`src/rtl/dpot_wiper_ctrl.sv`:
```
// Digital potentiometer wiper controller: tracks a target tap and walks the wiper toward it
// one tap per step, with a rate-limit delay and a break-before-make gap on every move.
module dpot_wiper_ctrl #(
    parameter int unsigned TAP_BITS  = 4,
    parameter int unsigned RESET_TAP = 8,
    parameter int unsigned STEP_DIV  = 16,
    parameter int unsigned DEAD      = 2
) (
    input  logic                     clk,
    input  logic                     rst_n,
    input  logic                     inc,
    input  logic                     dec,
    input  logic                     load,
    input  logic [TAP_BITS-1:0]      load_val,
    output logic [2**TAP_BITS-1:0]   tap_en,
    output logic [TAP_BITS-1:0]      wiper,
    output logic [TAP_BITS-1:0]      target,
    output logic                     busy
);

    localparam int unsigned NTAPS   = 2**TAP_BITS;
    localparam int unsigned CNT_MAX = (STEP_DIV > DEAD) ? STEP_DIV : DEAD;
    localparam int unsigned CW      = (CNT_MAX > 1) ? $clog2(CNT_MAX) : 1;

    localparam logic [CW-1:0]       WAIT_LAST = CW'(STEP_DIV - 1);
    localparam logic [CW-1:0]       DEAD_LAST = CW'(DEAD - 1);
    localparam logic [TAP_BITS-1:0] TAP_RST   = TAP_BITS'(RESET_TAP);
    localparam logic [TAP_BITS-1:0] TAP_TOP   = '1;

    typedef enum logic [1:0] {StIdle, StWait, StBreak} state_t;

    state_t        state;
    logic [CW-1:0] cnt;
    logic          dir_up;

    function automatic logic [NTAPS-1:0] onehot(input logic [TAP_BITS-1:0] pos);
        logic [NTAPS-1:0] v;
        v      = '0;
        v[pos] = 1'b1;
        return v;
    endfunction

    // Load wins over inc/dec; inc and dec together cancel.
    always_ff @(posedge clk or negedge rst_n) begin
        if (!rst_n) begin
            target <= TAP_RST;
        end else if (load) begin
            target <= load_val;
        end else if (inc && !dec && target != TAP_TOP) begin
            target <= target + 1'b1;
        end else if (dec && !inc && target != '0) begin
            target <= target - 1'b1;
        end
    end

    always_ff @(posedge clk or negedge rst_n) begin
        if (!rst_n) begin
            state  <= StIdle;
            cnt    <= '0;
            dir_up <= 1'b0;
            wiper  <= TAP_RST;
            tap_en <= onehot(TAP_RST);
        end else begin
            case (state)
                StIdle: begin
                    if (target != wiper) begin
                        state <= StWait;
                        cnt   <= '0;
                    end
                end
                StWait: begin
                    if (cnt == WAIT_LAST) begin
                        cnt <= '0;
                        // Re-evaluate here: the target may have swung back onto the wiper.
                        if (target == wiper) begin
                            state <= StIdle;
                        end else begin
                            dir_up <= (target > wiper);
                            tap_en <= '0;
                            state  <= StBreak;
                        end
                    end else begin
                        cnt <= cnt + 1'b1;
                    end
                end
                StBreak: begin
                    if (cnt == DEAD_LAST) begin
                        cnt   <= '0;
                        state <= StIdle;
                        if (dir_up) begin
                            wiper  <= wiper + 1'b1;
                            tap_en <= onehot(wiper + 1'b1);
                        end else begin
                            wiper  <= wiper - 1'b1;
                            tap_en <= onehot(wiper - 1'b1);
                        end
                    end else begin
                        cnt <= cnt + 1'b1;
                    end
                end
                default: state <= StIdle;
            endcase
        end
    end

    assign busy = (state != StIdle) || (target != wiper);

endmodule

```
`config.mk`:
```
export PLATFORM = sky130hd
export DESIGN_NAME = dpot_wiper_ctrl
export DESIGN_NICKNAME = d
export VERILOG_FILES = /design/src/rtl/dpot_wiper_ctrl.sv
export SDC_FILE = /design/constraint.sdc
export NUM_CORES = 1
export LEC_CHECK = 0
export CORE_UTILIZATION = 40
export DETAILED_ROUTE_END_ITERATION = 8
export SLEW_MARGIN = 10
export SYNTH_ARGS = -nofsm -noshare
export SYNTH_HDL_FRONTEND = slang
export SYNTH_SLANG_ARGS = --single-unit
```
`constraint.sdc`:
```
create_clock -name clk -period 6.44 [get_ports clk]
set_input_delay 1.288 -clock clk [delete_from_list [all_inputs] [get_ports clk]]
set_output_delay 1.288 -clock clk [all_outputs]
set_load 0.1 [all_outputs]
```
## Word-level counts from Yosys, hierarchy flattened

Index checks and enable logic that the tools add are counted.

- Bits of input ports: 9
- Flip-flop bits (word level): 31
- Word-level logic and storage cells: 70
- Output and inout port bits: 25

- $add $sub $neg: 5
- $lt $le $gt $ge: 5
- Mux-type cells: 22
- Equality and inequality tests: 11
- Bitwise operators: 1
- Reduce and logical (&&, ||, !) cells: 20

Operators with widths:

| kind | count |
|---|---|
| $mux 16 | 4 |
| $pmux 16 s2 | 1 |
| $mux 4 | 7 |
| $add 4x1->4 const B | 3 |
| $pmux 4 s3 | 1 |
| $lt 4x5->1 const B | 2 |
| $demux 1 s4 | 2 |
| $ge 4x1->1 const B | 2 |
| $mux 2 | 4 |
| $ne 2x2->1 const B | 4 |
| $sub 4x1->4 const B | 2 |
| $logic_and 1x1->1 | 6 |
| $pmux 2 s3 | 1 |
| $reduce_and 3->1 | 2 |
| $reduce_bool 3->1 | 2 |
| $eq 4x1->1 const B | 1 |
| $eq 4x4->1 | 1 |
| $eq 4x4->1 const B | 1 |
| $gt 4x4->1 | 1 |
| $ne 4x4->1 | 1 |
| $ne 4x4->1 const B | 1 |
| $reduce_and 2->1 | 2 |
| $reduce_and 4->1 | 1 |
| $reduce_bool 2->1 | 2 |
| other kinds (8) | 10 |

## Longest topological paths before layout

Gate-level depths: netlist of the first run.

- Depth in word-level cells: 8
- Mapped depth: 10
- Depth with buffers taken out: 8

## Worst setup path after synthesis of the first run

OpenSTA, ideal clock, no wires.

- Path type: reg-to-output
- Start point: reg wiper[1]
- End point: out busy
- Path slack: 2,563 ps
- Data required time: 5,152 ps
- Stages on the path, launching flop included: 6
- Path buffers: 1
- Arrival time: 2,589 ps
- Cells stage by stage: dfrtp_1 > inv_1 > ha_1 > and4_1 > buf_2 > nand2_1

- Cells in the longest elaborated chain, start to end: 2

Ends and longest elaborated chain:

| element | line | text |
|---|---|---|
| start: declaration | 16 | `output logic [TAP_BITS-1:0] wiper,` |
| start signal: assignment | 91 | `wiper <= wiper + 1'b1;` |
| start signal: assignment | 94 | `wiper <= wiper - 1'b1;` |
| $ne 4x4->1 | 106 | `assign busy = (state != StIdle) \|\| (target != wiper);` |
| $logic_or 1x1->1 | 106 |  |
| end: declaration | 18 | `output logic busy` |

Every way passes these cells.

## Final worst setup path of the first run

- Start point: reg wiper[3]
- End point: out busy

The elaborated chain is that of the path after synthesis.

==> flow_metrics.py, run 1 <==
metrics = {
    "routing": {
        "post-route-drc-count": 0,
        "drtPass1Iterations": 4,
        "ant_nets": 0,
        "vias": 1749,
        "dr.first_iter.drc_count": 120,
        "wl_per_cell_um": 13.35,
        "post_drt_via_cell_ratio": 5.221,
        "wl_um": 4471,
    },
    "sta": {
        "timing.final.ws_setup_ns": 2.159,
        "clock_skew_ns": 0.006723,
        "worst_pin_slew_ns": 1.007,
        "slew_headroom": 0.3263,
        "timing.hold.ws_ns": 0.4886,
        "rsz0062_at_grt": "false",
        "setup_viol": 0,
        "hold_viol_final": 0,
        "final.min_clock_period_ns": 4.281,
        "slew_violations": 0,
        "tns_ns": 0,
        "period_share": 0.6648,
        "fmax_ghz": 0.2336,
    },
    "floorplanning": {
        "core_mm2": 0.005107,
        "num_rows": 26,
        "boundaryPins": 34,
        "start_util": 0.4128,
        "dieHeight_um": 74.60,
        "die-area_mm2": 0.005565,
        "die_width_um": 74.60,
    },
    "hold_path": {
        "hold_path_depth": 2,
        "hp-class": "reg2reg",
        "holdPathEnd": "tap_en[13]",
        "min-delay-start": "tap_en[13]",
    },
    "yosys": {
        "ys_seq_area_frac": 0.3697,
        "synth_most_common_cell": "nand2_1",
        "synth_cell_types": 47,
        "synth_top_area_share": 0.3323,
        "synthArstFlopShare": 1.000,
        "yosysWarningCount": 0,
        "synth_enable_flop_cells": 0,
        "synthTopCellsByCount": "nand2_1, dfrtp_1, ha_1",
        "synth_top_cells_by_area": "dfrtp_1, ha_1, nand2_1, dfstp_2, nand2b_1",
        "syn-cell-area_mm2": 0.002108,
        "syn_area_per_cell_um2": 9.127,
        "synth.net_count": 259,
        "yosysTopAreaCell": "dfrtp_1",
        "syn_inst": 231,
        "synth-main-ff-cell": "dfrtp_1",
        "ys_ff_latch": 31,
    },
    "global_routing": {
        "grt_max_degree": 32,
        "overflow": 0,
        "antenna_found_initial": 0,
        "grt_pass1_vias": 1559,
        "grt_usage": 0.1785,
        "grt_first_pass_wirelength_um": 7403,
    },
    "placed_design": {
        "portBuffers": 33,
        "place_ws_ns": 2.463,
        "gp_congestion": 0.7933,
        "place_hpwl_um": 3358,
    },
    "setup_path": {
        "r2r-start": "wiper[3]",
        "end_kind": "output pin",
        "worst-r2r-setup-slack_ns": 3.94,
        "r2r_end": "tap_en[11]",
        "reg2reg_depth": 7,
        "cp_slowest_cell": "clkdlybuf4s50_1",
        "crit_arrival_ns": 2.99,
        "max_stage_delay_ns": 1.12,
        "path_class": "reg2out",
        "required_ns": 5.15,
        "cp-start-kind": "flop",
        "crit_fanout": 18,
        "critical_path.cell_chain": "inv_1 -> ha_1 -> and4_1 -> nand2_1 -> clkdlybuf4s50_1",
    },
    "clock_network": {
        "cts_num_sinks": 31,
        "cts_setup_buffers": 0,
        "cts_hold_buf": 0,
        "htree_levels": 2,
        "clk_pin_slew_ns": 0.06,
        "cts_tree": "yes",
        "cts_resized": 0,
        "root_buffer": "clkbuf_8",
        "cts_buffers": 5,
        "clock_latency_ns": 0.28,
        "cts_max_path_buffers": 2,
    },
    "flow_run": {
        "drv_cap": 0,
    },
    "layout": {
        "final_nets": 293,
        "antennaDiodeCount": 0,
        "utilization": 0.5025,
        "area_growth_pct": 21.72,
        "drive_above_1_share": 0.06415,
    },
    "status": {
        "status": "completed",
    },
    "power": {
        "irDropWorstVdd_mv": 0.1808,
        "total_power_uw": 534.3,
        "powerDensity_mw_per_mm2": 208.2,
        "p_leak_nw": 1.080,
    },
}
## cells in the final DEF, fill, tap and decap left out, drive strengths merged, types with 2 or more instances in the layout
master | Yosys | layout
or4 | 2 | 2
nor3 | 8 | 8
a21oi | 10 | 10
or2 | 4 | 4
inv | 11 | 11
and3 | 2 | 2
nor2 | 15 | 15
nand3 | 6 | 6
dfstp | 3 | 3
or3b | 2 | 2
nor2b | 3 | 3
and2 | 2 | 2
xor2 | 2 | 2
o211ai | 4 | 4
o21bai | 2 | 2
dfrtp | 28 | 28
a221o | 4 | 4
nand4 | 2 | 2
nand2b | 9 | 9
o221ai | 6 | 6
mux2i | 5 | 5
ha | 18 | 18
o21ai | 13 | 13
a211o | 2 | 2
nand3b | 2 | 2
clkbuf | 3 | 7
nand2 | 35 | 35
a31oi | 2 | 2
xnor2 | 5 | 5
a21o | 5 | 5
clkdlybuf4s50 | 0 | 33
a32oi | 2 | 2
## report_power, final
group | switching (mW) | internal, mW
Clock | 0.0702 | 0.0743
Combinational | 0.103 | 0.0606
Sequential | 0.0175 | 0.209
Total | 0.191 | 0.344
## layer usage
metal  wire length, µm  global-route usage  vias to the layer above
met3               193             0.05014                        6
met4                44             0.04822                        0
met5                 0                   0                        -
met1              2103              0.2284                      801
li1                  -                   -                      895
met2              2130              0.2953                       47
## stage by stage
stage,area [µm²],cells
floorplan,2108,231
global placement,2490,328
detailed placement,2490,328
CTS,2566,335
global route,2566,335
finish,2566,335
## worst max path at each step
stage,start,to,depth (start not counted)
after global placement,wiper[3],busy,5
after global routing,wiper[3],busy,5
after CTS,wiper[3],busy,5
after detailed placement,wiper[3],busy,5
after floorplan,wiper[1],busy,5
final,wiper[3],busy,5
## flip-flops by register name (all words and copies together) (netlist names)
name and count:
dir_up 1, state 2, tap_en 16, wiper 4, target 4, cnt 4
## worst max-delay path, delay by kind of cell, from the launching register on
kind / cells / cell delay, ns
buffers and inverters: 2 / 1.28
adder cells (fa/ha/maj): 1 / 0.33
flip-flops: 1 / 0.71
AND/OR/NAND/NOR: 2 / 0.39
## final cells by class
cell class                 instances  area [µm²]
clock buffer                       7       76.32
fill                             516        2541
inverter                          11       41.29
multi-input combinational        182        1244
sequential                        31       779.5
tap                               70       87.58
timing repair buffer              34       337.8
## kinds of logic after synthesis
group,count (synthesis),synth area share
buffers and inverters,18,0.04036
AOI/OAI and AO/OA,56,0.1876
adders and majority gates,19,0.1163
and+or+nand+nor,95,0.2332
muxes,5,0.02374
xor gates and xnor gates,7,0.02908
DFF,31,0.3697
Power figures use the tool's default switching activity.
==> run 2, diff against run 1 <==
==> constraint.sdc (replaced) <==
create_clock -name clk -period 3.6 [get_ports clk]
set_input_delay 0.72 -clock clk [delete_from_list [all_inputs] [get_ports clk]]
set_output_delay 0.72 -clock clk [all_outputs]
set_load 0.1 [all_outputs]
==> run 2 against run 1 <==
  * Clock skew is essentially flat
  * Sequential share of layout area shrank 0.22 points
  * Setup slack lost 1.4 ns
  * Register-to-register slack lost 2.9 ns
  * Largest power group unchanged
  * Highest routed layer unchanged
==> flow_metrics.py, run 2 (synthesis gave the netlist of run 1 again) <==
metrics = {
    "status": {
        "status": "completed",
    },
    "placed_design": {
        "portBuffers": 33,
        "gp_congestion": 0.7698,
        "place_hpwl_um": 3340,
        "post_dp_cell_area_mm2": 0.002467,
        "place_ws_ns": 0.9736,
    },
    "routing": {
        "drtPass1Iterations": 4,
        "dr.first_iter.drc_count": 65,
        "ant_nets": 0,
        "wl_per_cell_um": 13.03,
        "vias": 1755,
        "post-route-drc-count": 0,
        "wl_um": 4377,
        "post_drt_via_cell_ratio": 5.223,
    },
    "clock_network": {
        "root_buffer": "clkbuf_8",
        "cts_hold_buf": 0,
        "cts_resized": 0,
        "cts_num_sinks": 31,
        "cts_buffers": 5,
        "cts_tree": "yes",
        "clock_latency_ns": 0.29,
        "cts_setup_buffers": 0,
        "clk_pin_slew_ns": 0.07,
        "htree_levels": 2,
        "cts_max_path_buffers": 2,
    },
    "setup_path": {
        "cp-startpoint": "wiper[3]",
        "crit_fanout": 18,
        "cp-start-kind": "flop",
        "r2r-start": "wiper[3]",
        "crit_arrival_ns": 2.16,
        "path_class": "reg2out",
        "cp_top_family": "flip-flops",
        "max_stage_delay_ns": 0.70,
        "end_kind": "output pin",
        "required_ns": 2.88,
        "critical_path.cell_chain": "inv_1 -> ha_1 -> and4_1 -> nand2_1 -> buf_4",
        "cp_slowest_cell": "dfstp_2",
        "path_buf_inv": 2,
    },
    "power": {
        "combPwrFrac": 0.276,
        "sw_frac_of_total": 0.3350,
        "p_seq_frac": 0.384,
        "switchingPower_uw": 354.0,
        "pwr-share-clk": 0.340,
        "p_leak_nw": 1.117,
        "irDropWorstVdd_mv": 0.3174,
        "intPower_uw": 702.8,
        "powerDensity_mw_per_mm2": 408.8,
    },
    "sta": {
        "fmax_ghz": 0.3478,
        "setup_viol": 0,
        "tns_ns": 0,
        "clock_skew_ns": 0.006481,
        "timing.hold.ws_ns": 0.4893,
        "final.min_clock_period_ns": 2.876,
        "slew_headroom": 0.3554,
        "hold_viol_final": 0,
        "worst_pin_slew_ns": 0.9639,
        "slew_violations": 0,
        "rsz0062_at_grt": "false",
        "timing.final.ws_setup_ns": 0.7244,
        "period_share": 0.7988,
    },
    "layout": {
        "layout_commonest_cell": "nand2_1",
        "drive_above_1_share": 0.1090,
        "final_nets": 293,
        "largest_reg_flops": 16,
        "design_area_mm2": 0.002585,
        "antennaDiodeCount": 0,
        "layout_common_cells": "nand2_1, dfrtp_1, clkdlybuf4s50_1",
        "top_register": "tap_en",
        "fillers": 508,
        "area_growth_pct": 22.61,
    },
    "floorplanning": {
        "die_width_um": 74.60,
        "die-area_mm2": 0.005565,
        "dieHeight_um": 74.60,
        "start_util": 0.4128,
        "core_mm2": 0.005107,
        "num_rows": 26,
        "boundaryPins": 34,
    },
    "global_routing": {
        "antenna_found_initial": 0,
        "grt_pass1_vias": 1639,
        "grt_max_degree": 32,
        "overflow": 0,
        "grt_first_pass_wirelength_um": 7603,
        "grt_usage": 0.1818,
    },
    "hold_path": {
        "hp-class": "reg2reg",
        "min-delay-start": "tap_en[5]",
    },
    "flow_run": {
        "drv_cap": 0,
    },
}
## run 2: metal layers
metal,global-route usage,part of all wire,wire length (µm),vias up
met3,0.04878,0.043,188,7
li1,-,-,-,895
met5,0,0,0,-
met2,0.3153,0.49,2129,42
met4,0.05660,0.012,53,0
met1,0.2190,0.46,2005,811
## run 2: worst reg2reg max path: cells and delay by family (launching register included)
kind	cells	cell delay, ns
AND/OR/NAND/NOR	3	0.56
flip-flops	1	0.70
buffers and inverters	1	0.15
adder cells (fa/ha/maj)	1	0.32
AO/OA/AOI/OAI	2	0.67
## run 2: final timing paths
kind / endpoint / slack (ns) / cells past startpoint
min: tap_en[5] / 0.49 / 2
max in group asynchronous: tap_en[8] / 2.45 / 2
max reg2reg: tap_en[9] / 1.08 / 7
min in group asynchronous: tap_en[14] / 0.83 / 2
min reg2reg: tap_en[5] / 0.49 / 2
max: busy / 0.72 / 5
## run 2: final cells by class
type | instances | area [µm²] | area share
sequential | 31 | 779.5 | 0.3015
clock inverter | 2 | 35.03 | 0.01355
timing repair buffer | 34 | 315.3 | 0.1220
clock buffer | 6 | 82.58 | 0.03195
inverter | 11 | 41.29 | 0.01597
tap | 70 | 87.58 | 0.03388
multi-input combinational | 182 | 1244 | 0.4811
## run 2: through the flow
step           power [mW]  std cells  utilization
2_1_floorplan      0.6337        231            -
3_3_place_gp       0.7019        328       0.4831
3_5_place_dp       0.7051        328       0.4831
4_1_cts             1.071        336       0.5061
5_1_grt             1.120        336       0.5061
6_report            1.057        336       0.5061
## run 2: power by group through the flow
stage,Clock (mW),Combinational (mW),Sequential [mW]
finish,0.359,0.292,0.405
global route,0.385,0.324,0.411
CTS,0.369,0.296,0.406
detailed placement,0,0.293,0.412
global placement,0,0.290,0.412
floorplan,0,0.170,0.463
==> run 3, diff against run 2 <==
==> constraint.sdc (replaced) <==
create_clock -name clk -period 2.5 [get_ports clk]
set_input_delay 0.5 -clock clk [delete_from_list [all_inputs] [get_ports clk]]
set_output_delay 0.5 -clock clk [all_outputs]
set_load 0.1 [all_outputs]
==> run 3 against run 2 <==
  * Core utilization hardly changed
  * Via count is 0.91% higher
  * Hold slack got worse by 0.0028 ns
  * Critical path depth is the same
  * Register-to-register slack got worse by 0.86 ns
  * Routed wire length is 7.8% higher
  * Total power up 39%
  * Non-clock buffer count is 3 higher
  * Clock power up 23%
  * Setup slack worse by 0.60 ns
==> flow_metrics.py, run 3 (synthesis gave the netlist of run 1 again) <==
metrics = {
    "status": {
        "status": "completed",
    },
    "floorplanning": {
        "num_rows": 26,
        "boundaryPins": 34,
        "die-area_mm2": 0.005565,
        "core_mm2": 0.005107,
        "dieHeight_um": 74.60,
        "start_util": 0.4128,
        "die_width_um": 74.60,
    },
    "clock_network": {
        "clock_latency_ns": 0.29,
        "htree_levels": 2,
        "cts_hold_buf": 0,
        "cts_num_sinks": 31,
        "clk_pin_slew_ns": 0.06,
        "cts_resized": 0,
        "cts_buffers": 5,
        "cts_max_path_buffers": 2,
        "root_buffer": "clkbuf_8",
        "cts_setup_buffers": 0,
        "cts_tree": "yes",
    },
    "layout": {
        "final_nets": 296,
        "drive_above_1_share": 0.2045,
        "top_register": "tap_en",
        "fillers": 504,
        "layout_commonest_cell": "nand2_1",
        "antennaDiodeCount": 0,
        "layout_common_cells": "nand2_1, buf_4, dfrtp_1",
        "largest_reg_flops": 16,
        "design_area_mm2": 0.002584,
        "area_growth_pct": 22.55,
    },
    "setup_path": {
        "required_ns": 2.00,
        "crit_arrival_ns": 1.87,
        "cp-start-kind": "flop",
        "end_kind": "output pin",
        "crit_fanout": 6,
        "path_class": "reg2out",
        "reg2reg_depth": 7,
    },
    "sta": {
        "period_share": 0.9493,
        "slew_headroom": 0.6877,
        "rsz0062_at_grt": "false",
        "clock_skew_ns": 0.004881,
        "fmax_ghz": 0.4214,
        "setup_viol": 0,
        "timing.final.ws_setup_ns": 0.1268,
        "final.min_clock_period_ns": 2.373,
        "hold_viol_final": 0,
        "slew_violations": 0,
        "worst_pin_slew_ns": 0.4635,
        "timing.hold.ws_ns": 0.4865,
        "tns_ns": 0,
    },
    "power": {
        "pwr-share-clk": 0.303,
        "intPower_uw": 950.6,
        "switchingPower_uw": 515.0,
        "p_seq_frac": 0.400,
        "combPwrFrac": 0.297,
        "irDropWorstVdd_mv": 0.4571,
        "p_leak_nw": 1.162,
        "sw_frac_of_total": 0.3514,
        "powerDensity_mw_per_mm2": 567.2,
    },
    "global_routing": {
        "antenna_found_initial": 0,
        "grt_first_pass_wirelength_um": 8038,
        "grt_usage": 0.1951,
        "grt_pass1_vias": 1616,
        "overflow": 0,
        "grt_max_degree": 32,
    },
    "hold_path": {
        "hold_path_depth": 2,
        "hp-class": "reg2reg",
    },
    "routing": {
        "ant_nets": 0,
        "wl_um": 4718,
        "post_drt_via_cell_ratio": 5.224,
        "dr.first_iter.drc_count": 111,
        "drtPass1Iterations": 4,
        "wl_per_cell_um": 13.92,
        "post-route-drc-count": 0,
        "vias": 1771,
    },
    "placed_design": {
        "place_hpwl_um": 3471,
        "portBuffers": 33,
        "gp_congestion": 0.7743,
        "place_ws_ns": 0.1982,
        "post_dp_cell_area_mm2": 0.002484,
    },
    "flow_run": {
        "drv_cap": 0,
    },
}
-- run 3: worst max-delay path: stages (launching register included) --
cell and delay [ns]:
dfstp_4 0.62, inv_2 0.05, ha_1 0.29, and4_1 0.37, nand2_4 0.09, buf_12 0.17
-- run 3: cell type report --
cell class | instances | area (µm²) | share of cell area
multi-input cells | 182 | 1251 | 0.4843
inverters | 11 | 41.29 | 0.01598
clock buffers | 8 | 100.1 | 0.03874
well taps | 70 | 87.58 | 0.03390
repair buffers | 37 | 310.3 | 0.1201
flip-flops and latches | 31 | 793.3 | 0.3070
-- run 3: metrics by stage --
step,instances,power [mW],utilization
global placement,331,1.029,0.4863
finish,339,1.466,0.5059
detailed placement,331,1.034,0.4863
CTS,339,1.482,0.5059
global route,339,1.549,0.5059
floorplan,231,0.9252,-
-- run 3: path summary, 6_finish.rpt --
kind	to	from	slack, ns
setup / recovery	busy	wiper[3]	0.13
hold / removal	tap_en[4]	tap_en[4]	0.49
setup reg to reg	tap_en[9]	wiper[3]	0.22
hold reg to reg	tap_en[4]	tap_en[4]	0.49
max in group asynchronous	target[3]	rst_n	1.57
min in group asynchronous	tap_en[2]	rst_n	0.61
-- run 3: metal layers --
| metal | wire (µm) | up-vias | track usage | share of wire |
|---|---|---|---|---|
| met3 | 143 | 8 | 0.03659 | 0.030 |
| met2 | 2244 | 34 | 0.3083 | 0.48 |
| met1 | 2255 | 828 | 0.2641 | 0.48 |
| met4 | 74 | 0 | 0.07547 | 0.016 |
| met5 | 0 | - | 0 | 0 |
| li1 | - | 901 | - | - |
-- run 3: power groups by stage --
| stage | Sequential (mW) | Combinational (mW) | Clock (mW) |
|---|---|---|---|
| 6_report | 0.586 | 0.436 | 0.443 |
| 5_1_grt | 0.596 | 0.476 | 0.477 |
| 4_1_cts | 0.587 | 0.440 | 0.455 |
| 3_5_place_dp | 0.596 | 0.438 | 0 |
| 3_3_place_gp | 0.596 | 0.434 | 0 |
| 2_1_floorplan | 0.669 | 0.256 | 0 |
